--- config.mk ---
export PLATFORM = sky130hd
export DESIGN_NAME = branch_pred_ctrl_flat
export DESIGN_NICKNAME = d
export VERILOG_FILES = /design/src/rtl/branch_pred_ctrl_pkg.sv /design/src/rtl/branch_pred_ctrl_if.sv /design/src/rtl/branch_pred_ctrl_sat_ctr2.sv /design/src/rtl/branch_pred_ctrl.sv /design/src/flat_wrapper.sv
export SDC_FILE = /design/constraint.sdc
export NUM_CORES = 1
export LEC_CHECK = 0
export CORE_UTILIZATION = 40
export DETAILED_ROUTE_END_ITERATION = 6
export PLACE_DENSITY_LB_ADDON = 0.2
export SYNTH_ARGS = -nofsm -noshare
export SYNTH_HDL_FRONTEND = slang
export SYNTH_HIERARCHICAL = 1
export SYNTH_SLANG_ARGS = --single-unit
export TNS_END_PERCENT = 5
--- constraint.sdc ---
create_clock -name clk -period 8.5 [get_ports clk]
set_input_delay 0.85 -clock clk [delete_from_list [all_inputs] [get_ports clk]]
set_output_delay 0.85 -clock clk [all_outputs]
set_load 0.005 [all_outputs]
--- src/rtl/branch_pred_ctrl_pkg.sv ---
// Shared types and constants for the branch control unit: FSM states,
// 2-bit BHT counter encodings and the saturating statistics helper.
package branch_pkg;

    typedef enum logic [0:0] {
        RUN   = 1'b0,
        FLUSH = 1'b1
    } state_t;

    typedef enum logic [1:0] {
        SNT = 2'b00,
        WNT = 2'b01,
        WT  = 2'b10,
        ST  = 2'b11
    } ctr_t;

    localparam logic [1:0]  BHT_RESET = WNT;
    localparam logic [15:0] CNT_MAX   = 16'hFFFF;

    function automatic logic [15:0] sat_inc16(input logic [15:0] val);
        sat_inc16 = (val == CNT_MAX) ? val : val + 16'd1;
    endfunction

endpackage

--- src/rtl/branch_pred_ctrl_if.sv ---
// Fetch-side prediction, execute-side resolve and redirect/statistics bundle.
interface branch_pred_ctrl_if #(
    parameter int XLEN = 32
);
    logic [XLEN-1:0] f_pc;
    logic            f_is_branch;
    logic [XLEN-1:0] f_imm;
    logic            pred_taken;
    logic [XLEN-1:0] pred_target;
    logic            r_valid;
    logic [XLEN-1:0] r_pc;
    logic [XLEN-1:0] r_target;
    logic            r_pred;
    logic            r_taken;
    logic            redirect;
    logic [XLEN-1:0] redirect_pc;
    logic            flush;
    logic [15:0]     br_count;
    logic [15:0]     mispred_count;

    modport master (
        output f_pc, f_is_branch, f_imm, r_valid, r_pc, r_target, r_pred, r_taken,
        input  pred_taken, pred_target, redirect, redirect_pc, flush, br_count, mispred_count
    );

    modport slave (
        input  f_pc, f_is_branch, f_imm, r_valid, r_pc, r_target, r_pred, r_taken,
        output pred_taken, pred_target, redirect, redirect_pc, flush, br_count, mispred_count
    );
endinterface

--- src/rtl/branch_pred_ctrl_sat_ctr2.sv ---
// Next-state logic of a 2-bit saturating branch counter.
module sat_ctr2
    import branch_pkg::*;
(
    input  logic [1:0] i_cur,
    input  logic       i_taken,
    output logic [1:0] o_next
);

    // Step toward ST on taken, toward SNT on not-taken, clamping at the ends.
    always_comb begin
        o_next = i_cur;
        if (i_taken) begin
            if (i_cur != ST) begin
                o_next = i_cur + 2'b01;
            end else begin
                o_next = i_cur;
            end
        end else begin
            if (i_cur != SNT) begin
                o_next = i_cur - 2'b01;
            end else begin
                o_next = i_cur;
            end
        end
    end

endmodule

--- src/rtl/branch_pred_ctrl.sv ---
// Branch control unit: BHT prediction at fetch, resolve at execute,
// redirect/flush sequencing on mispredict, and branch statistics.
module branch_pred_ctrl
    import branch_pkg::*;
#(
    parameter int IDX_W     = 6,
    parameter int FLUSH_CYC = 2,
    parameter int XLEN      = 32
) (
    input  logic               clk,
    input  logic               rst,
    branch_pred_ctrl_if.slave  bus
);

    localparam int         ENTRIES    = 1 << IDX_W;
    localparam logic [3:0] FLUSH_INIT = 4'(FLUSH_CYC - 1);

    logic [1:0]      r_bht [ENTRIES];
    state_t          r_state;
    logic [3:0]      r_flush_ctr;
    logic            r_redirect;
    logic            r_flush;
    logic [XLEN-1:0] r_redirect_pc;
    logic [15:0]     r_br_count;
    logic [15:0]     r_mispred_count;

    logic [IDX_W-1:0] w_f_idx;
    logic [IDX_W-1:0] w_r_idx;
    logic [1:0]       w_upd_next;
    logic             w_mispredict;

    assign w_f_idx      = bus.f_pc[IDX_W+1:2];
    assign w_r_idx      = bus.r_pc[IDX_W+1:2];
    assign w_mispredict = bus.r_taken ^ bus.r_pred;

    sat_ctr2 u_sat_ctr2 (
        .i_cur   (r_bht[w_r_idx]),
        .i_taken (bus.r_taken),
        .o_next  (w_upd_next)
    );

    // Reads the pre-update table, so a same-cycle write is not bypassed.
    assign bus.pred_taken    = bus.f_is_branch & r_bht[w_f_idx][1];
    assign bus.pred_target   = bus.f_pc + bus.f_imm;
    assign bus.redirect      = r_redirect;
    assign bus.redirect_pc   = r_redirect_pc;
    assign bus.flush         = r_flush;
    assign bus.br_count      = r_br_count;
    assign bus.mispred_count = r_mispred_count;

    // BHT, resolve FSM, redirect/flush outputs and statistics.
    always_ff @(posedge clk or posedge rst) begin
        if (rst) begin
            for (int i = 0; i < ENTRIES; i++) begin
                r_bht[i] <= BHT_RESET;
            end
            r_state         <= RUN;
            r_flush_ctr     <= 4'd0;
            r_redirect      <= 1'b0;
            r_flush         <= 1'b0;
            r_redirect_pc   <= '0;
            r_br_count      <= 16'd0;
            r_mispred_count <= 16'd0;
        end else begin
            case (r_state)
                RUN: begin
                    r_redirect <= 1'b0;
                    r_flush    <= 1'b0;
                    if (bus.r_valid) begin
                        r_bht[w_r_idx] <= w_upd_next;
                        r_br_count     <= sat_inc16(r_br_count);
                        if (w_mispredict) begin
                            r_mispred_count <= sat_inc16(r_mispred_count);
                            r_redirect_pc   <= bus.r_taken ? bus.r_target
                                                           : bus.r_pc + XLEN'(4);
                            r_flush_ctr     <= FLUSH_INIT;
                            r_state         <= FLUSH;
                            r_redirect      <= 1'b1;
                            r_flush         <= 1'b1;
                        end
                    end
                end
                FLUSH: begin
                    // Wrong-path resolves are ignored here entirely.
                    r_redirect <= 1'b0;
                    if (r_flush_ctr == 4'd0) begin
                        r_state <= RUN;
                        r_flush <= 1'b0;
                    end else begin
                        r_flush_ctr <= r_flush_ctr - 4'd1;
                        r_flush     <= 1'b1;
                    end
                end
                default: begin
                    r_state    <= RUN;
                    r_redirect <= 1'b0;
                    r_flush    <= 1'b0;
                end
            endcase
        end
    end

endmodule

--- src/flat_wrapper.sv ---
// flat-port wrapper written by rule: the top's interface ports become plain ports
module branch_pred_ctrl_flat import branch_pkg::*;
#(
    parameter int IDX_W     = 6,
    parameter int FLUSH_CYC = 2,
    parameter int XLEN      = 32
)
  (clk, rst, bus_f_pc, bus_f_is_branch, bus_f_imm, bus_r_valid, bus_r_pc, bus_r_target, bus_r_pred, bus_r_taken, bus_pred_taken, bus_pred_target, bus_redirect, bus_redirect_pc, bus_flush, bus_br_count, bus_mispred_count);
  branch_pred_ctrl_if #(.XLEN(XLEN)) bus_i ();
  input  logic clk;
  input  logic rst;
  input wire logic [$bits(bus_i.f_pc)-1:0] bus_f_pc;
  input wire logic [$bits(bus_i.f_is_branch)-1:0] bus_f_is_branch;
  input wire logic [$bits(bus_i.f_imm)-1:0] bus_f_imm;
  input wire logic [$bits(bus_i.r_valid)-1:0] bus_r_valid;
  input wire logic [$bits(bus_i.r_pc)-1:0] bus_r_pc;
  input wire logic [$bits(bus_i.r_target)-1:0] bus_r_target;
  input wire logic [$bits(bus_i.r_pred)-1:0] bus_r_pred;
  input wire logic [$bits(bus_i.r_taken)-1:0] bus_r_taken;
  output wire logic [$bits(bus_i.pred_taken)-1:0] bus_pred_taken;
  output wire logic [$bits(bus_i.pred_target)-1:0] bus_pred_target;
  output wire logic [$bits(bus_i.redirect)-1:0] bus_redirect;
  output wire logic [$bits(bus_i.redirect_pc)-1:0] bus_redirect_pc;
  output wire logic [$bits(bus_i.flush)-1:0] bus_flush;
  output wire logic [$bits(bus_i.br_count)-1:0] bus_br_count;
  output wire logic [$bits(bus_i.mispred_count)-1:0] bus_mispred_count;
  assign bus_i.f_pc = bus_f_pc;
  assign bus_i.f_is_branch = bus_f_is_branch;
  assign bus_i.f_imm = bus_f_imm;
  assign bus_i.r_valid = bus_r_valid;
  assign bus_i.r_pc = bus_r_pc;
  assign bus_i.r_target = bus_r_target;
  assign bus_i.r_pred = bus_r_pred;
  assign bus_i.r_taken = bus_r_taken;
  assign bus_pred_taken = bus_i.pred_taken;
  assign bus_pred_target = bus_i.pred_target;
  assign bus_redirect = bus_i.redirect;
  assign bus_redirect_pc = bus_i.redirect_pc;
  assign bus_flush = bus_i.flush;
  assign bus_br_count = bus_i.br_count;
  assign bus_mispred_count = bus_i.mispred_count;
  branch_pred_ctrl #(.IDX_W(IDX_W), .FLUSH_CYC(FLUSH_CYC), .XLEN(XLEN)) u_core (.clk(clk), .rst(rst), .bus(bus_i));
endmodule
## After elaboration in Yosys (flattened, before gate mapping)

Cells that the tools add are included.

- Output and inout port bits: 99
- Input port bits: 134
- Word-level logic and storage cells: 123
- Register bits after elaboration: 198

- Equality and inequality tests: 6
- Muxes and demuxes: 22
- Reductions and logical operators: 8
- Add/sub/neg operators: 7
- $lt $le $gt $ge: 3
- Bitwise operators: 7

Operators with widths:

| kind | number |
|---|---|
| $bwmux 128 | 1 |
| $add 16x1->16 const B | 2 |
| $add 32x3->32 const B | 1 |
| $add 32x32->32 | 1 |
| $eq 16x16->1 const B | 2 |
| $mux 32 | 1 |
| $bmux 2 s6 | 2 |
| $mux 2 | 8 |
| $ge 7x7->1 const B | 2 |
| $not 6->7 | 2 |
| $demux 2 s6 | 1 |
| $mux 4 | 3 |
| $reduce_and 3->1 | 3 |
| $pmux 4 s2 | 1 |
| $lt 7x1->1 const B | 1 |
| $ne 2x2->1 const B | 3 |
| $logic_not 4->1 | 1 |
| $pmux 1 s2 | 2 |
| $reduce_and 4->1 | 1 |
| $sub 4x1->4 const B | 1 |
| $mux 1 | 3 |
| $not 1->1 | 3 |
| $add 2x1->2 const B | 1 |
| $ne 2x1->1 const B | 1 |
| other kinds (6) | 6 |

## Depth between registers and ports, before layout

- Depth in word-level cells: 8
- Mapped depth: 11
- Gate-level depth less buffers: 9

## By module

The synthesis kept the hierarchy.

By module, submodules not included:

| module | cells an instance | area an instance (sq um) | times used | seq. area each (sq um) |
|---|---|---|---|---|
| branch_pred_ctrl | 1095 | 11999.0 | 1 | 5034.8 |
| sat_ctr2 | 3 | 26.3 | 1 | 0.0 |

## Least setup slack after synthesis

Ideal clock, no wire load.

- Path kind: input-to-reg
- Start point: in bus_r_pc[2]
- End point: reg u_core/r_bht[103] (netlist bit)
- Stages: 10
- Path buffers: 4
- Arrival time: 3.786 ns
- Setup time: 0.125 ns
- Setup slack: 4.590 ns
- Path through: clkbuf_1 -> clkbuf_1 -> mux4_2 -> mux2i_1 -> o22ai_1 -> or4_1 -> maj3_2 -> buf_1 -> clkbuf_1 -> mux2_2

- Longest elaborated chain between the ends: 8

RTL lines:

| element | RTL line | RTL |
|---|---|---|
| from (decl) | flat_wrapper.sv:16 | `input wire logic [$bits(bus_i.r_pc)-1:0] bus_r_pc;` |
| $not 6->7 (implied by the code) (*) | branch_pred_ctrl.sv:37 | `.i_cur (r_bht[w_r_idx]),` |
| $bmux 2 s6 (*) | branch_pred_ctrl.sv:37 |  |
| $mux 2 (implied by the code) (*) (2 in a row) | branch_pred_ctrl.sv:37 |  |
| $sub 2x1->2, or another cell as far along | branch_pred_ctrl_sat_ctr2.sv:21 | `o_next = i_cur - 2'b01;` |
| $mux 2 (on tied branches) | branch_pred_ctrl_sat_ctr2.sv:20, branch_pred_ctrl_sat_ctr2.sv:14 |  |
| $mux 2 (*) | branch_pred_ctrl_sat_ctr2.sv:13 | `if (i_taken) begin` |
| via u_core.w_upd_next[1] | branch_pred_ctrl.sv:29 | `logic [1:0] w_upd_next;` |
| $bwmux 128 (*) | branch_pred_ctrl.sv:70 | `r_bht[w_r_idx] <= w_upd_next;` |
| to (signal, indexed assignment) | branch_pred_ctrl.sv:70 |  |
| to (decl) | branch_pred_ctrl.sv:18 | `logic [1:0] r_bht [ENTRIES];` |

The timed path passes the listed nets; every way through them passes the cells marked *. The select of a mux whose other input is x is not followed.
A chain may end at the register's enable or synchronous reset.

## Worst setup path after layout

- Start point: in bus_f_pc[3]
- End point: out bus_pred_target[27]

- Longest elaborated chain between the ends: 1

RTL lines:

| element | RTL line | RTL |
|---|---|---|
| from (decl) | flat_wrapper.sv:12 | `input wire logic [$bits(bus_i.f_pc)-1:0] bus_f_pc;` |
| $add 32x32->32 | branch_pred_ctrl.sv:44 | `assign bus.pred_target = bus.f_pc + bus.f_imm;` |
| to (decl) | flat_wrapper.sv:21 | `output wire logic [$bits(bus_i.pred_target)-1:0] bus_pred_target;` |

Every way passes these cells.

==> results.cfg <==
[run_status]
outcome = finished clean

[hold_path]
hold_path_class = register to register
holdPathStages = 2

[critical_path]
critPathMaxStageDelay_ps = 890
path_cells = clkdlybuf4s50_1, ha_1, a21o_1, a21oi_1, a21oi_1, o31ai_1, a21oi_1, o21ai_0, nor4b_1, clkdlybuf4s50_1
cp_max_fo = 17
crit_buf_inv = 2
path_depth = 10
slowest_stage = clkdlybuf4s50_1
critPathRequiredTime_ps = 7650
cp-end-kind = primary output
cp.arrival_ps = 4710
path_class = input pin to primary output
critPathTopFamily = compound AO/OA/AOI/OAI gates
cp_common_cell = a21oi_1
start_kind = input pin
ff2ff_path_depth = 7

[power_and_ir_drop]
switching_share_pct = 28.9
p_seq_share_pct = 41.3
power.leakage_nw = 6.44
power_frac_comb_pct = 28.6
clkPwrFrac_pct = 30.1
cellInternalPower_w = 0.00211
power_density_nw_per_um2 = 193
ir_drop_uv = 143
p_switching_w = 0.000854

[synth]
syn-instance-count = 1098
yosysMostFrequentCell = dfrtp_1
synth_edf_count = 0
synth_area_leader_cell = dfrtp_1
syn_area_um2 = 12000
syn_avg_cell_area_um2 = 11.0
ys_types = 57
syn_nets = 1268
yosys-top-cells-area = dfrtp_1 28%, dfstp_2 14%, mux2_2 12%, mux4_2 9.9%, ha_1 3.6%
synth_top_area_share_pct = 27.9
async_flop_share_pct = 100
yosysWarnings = 6
ys_seq_elements = 198
synthTopCellsByCount = 134 x dfrtp_1, 132 x mux2_2, 113 x nand2_1
synthFlopType = dfrtp_1
yosysSeqAreaShare_pct = 41.9

[clocking]
clock_latency_ps = 440
cts.sinks = 198
clkSlewWorstSetupHoldPaths_ps = 80
cts_root_buf = clkbuf_16
post_cts_buffers = 0
cts_resized = 0
cts_buffer_depth = 2
cts_tree = done
hold_buffers = 0
numCtsBuffers = 17
htree_levels = 4

[place]
dp_slack_ps = 2970
numPortBuffers = 232
dp_hpwl_um = 22700
place.gp.congestion = 0.846

[final_layout]
area_delta_synth_final_pct = 27.2
regArea_um2 = 5030
n_antenna_cell = 0
num-fill-cells = 2708
nNetsFinal = 1465
final_core_util_pct = 51.6
drive_above_1_share_pct = 23.5
multi_input_area_um2 = 6680

[timing]
hold_violations = 0
max_slew_margin_pct = 24.4
setup_ws_ps = 2940
slew_viol_final = 0
worstMarginPinSlew_ps = 1130
hold_ws_ps = 483
period_needed_ps = 5560
fin_worst_skew_ps = 15.4
rsz0062_at_grt = no
setup_viol = 0
fin_crit_sh_pct = 65.4
tns_ps = 0
fmax_mhz = 180

[global_route]
antenna_found_initial = 0
track_usage_pct = 20.9
gr-total-overflow = 0
grt_first_pass_wirelength_um = 50800
grt_pass1_vias = 9189
grt_start_max_net_pins = 138

[job]
cap_violations = 0

[detailed_routing]
routed-via-count = 9355
ant_nets = 0
drt_first_pass_iters = 7
wl_per_cell_um = 18.8
drc = 0
vias_per_cell = 5.51
drtIter0Drc = 642
drt_wl_total_um = 31800

[floorplan]
io_pins = 233
row_count = 63
die_w_um = 175
fp.dieArea_um2 = 30800
die_height_um = 175
core_um2 = 29600
start_util_pct = 40.6
## metal layers
| layer | track usage (%) | share of wire [%] | vias to the layer above |
|---|---|---|---|
| met5 | 0 | 0 | - |
| met4 | 5.83 | 1.4 | 0 |
| met3 | 3.72 | 5.9 | 31 |
| met2 | 34.5 | 48 | 298 |
| met1 | 28.3 | 45 | 4627 |
| li1 | - | - | 4399 |
## through the flow
step | cell area [um^2] | power (W) | instances
floorplan | 12000 | 0.00164 | 1098
global placement | 14700 | 0.00208 | 1666
detailed placement | 14700 | 0.00210 | 1666
CTS | 15300 | 0.00300 | 1698
global route | 15300 | 0.00312 | 1698
finish | 15300 | 0.00296 | 1698
## layout by cell type, fill, tap and decap left out, drive strengths merged, types with 41 or more instances in the layout
cell | synthesis | final
nor2 | 82 | 82
o21ai | 41 | 41
clkdlybuf4s50 | 0 | 229
dfrtp | 134 | 134
mux4 | 53 | 53
nand2 | 113 | 113
dfstp | 64 | 64
a21oi | 54 | 54
xnor2 | 41 | 41
mux2 | 132 | 132
xor2 | 46 | 46
## registers in the layout (all words and copies together) (netlist names)
signal                    count
u_core/r_flush_ctr            4
u_core/bus.br_count          16
u_core/bus.redirect_pc       32
u_core/bus.flush              1
u_core/bus.mispred_count     16
u_core/bus.redirect           1
u_core/r_bht                128
## final timing paths
path | from | to | slack [ps]
worst max-delay path | bus_f_pc[3] | bus_pred_target[27] | 2940
worst min-delay path | u_core/bus.redirect_pc[13] | u_core/bus.redirect_pc[13] | 480
worst max register to register | u_core/r_bht[96] | u_core/r_bht[68] | 5320
worst min register to register | u_core/bus.redirect_pc[13] | u_core/bus.redirect_pc[13] | 480
max in group asynchronous | rst | u_core/r_bht[83] | 6060
min in group asynchronous | rst | u_core/bus.br_count[11] | 1000
## worst reg2reg max path, stage by stage (launching register included)
cell and delay, ps:
dfstp_2 370, mux4_2 450, mux2i_1 270, o22ai_1 150, or4_1 550, inv_1 80, maj3_2 850, mux2_2 400
## kinds of logic after synthesis
group / Yosys count / synth area share, %
compound gates: 157 / 7.82
xor+xnor: 87 / 6.34
flops: 198 / 41.9
mux: 210 / 24.4
fa+ha+maj: 38 / 4.00
simple gates: 326 / 13.0
buf+inv: 82 / 2.65
## final cells by class
class                           instances  share of cell area [%]
Multi-Input combinational cell        818                    43.7
Sequential cell                       198                    32.9
Timing Repair Buffer                  241                    15.5
Tap cell                              390                    3.19
Clock buffer                           17                    2.78
Clock inverter                         15                    1.42
Inverter                               19                   0.515
## power by group through the flow
stage / Clock [W] / Sequential (W) / Combinational (W)
finish: 0.000889 / 0.00122 / 0.000847
global route: 0.000947 / 0.00125 / 0.000928
CTS: 0.000915 / 0.00123 / 0.000860
detailed placement: 0 / 0.00124 / 0.000858
global placement: 0 / 0.00123 / 0.000846
floorplan: 0 / 0.00123 / 0.000410
Note: power is estimated with default switching activity, not from simulation.
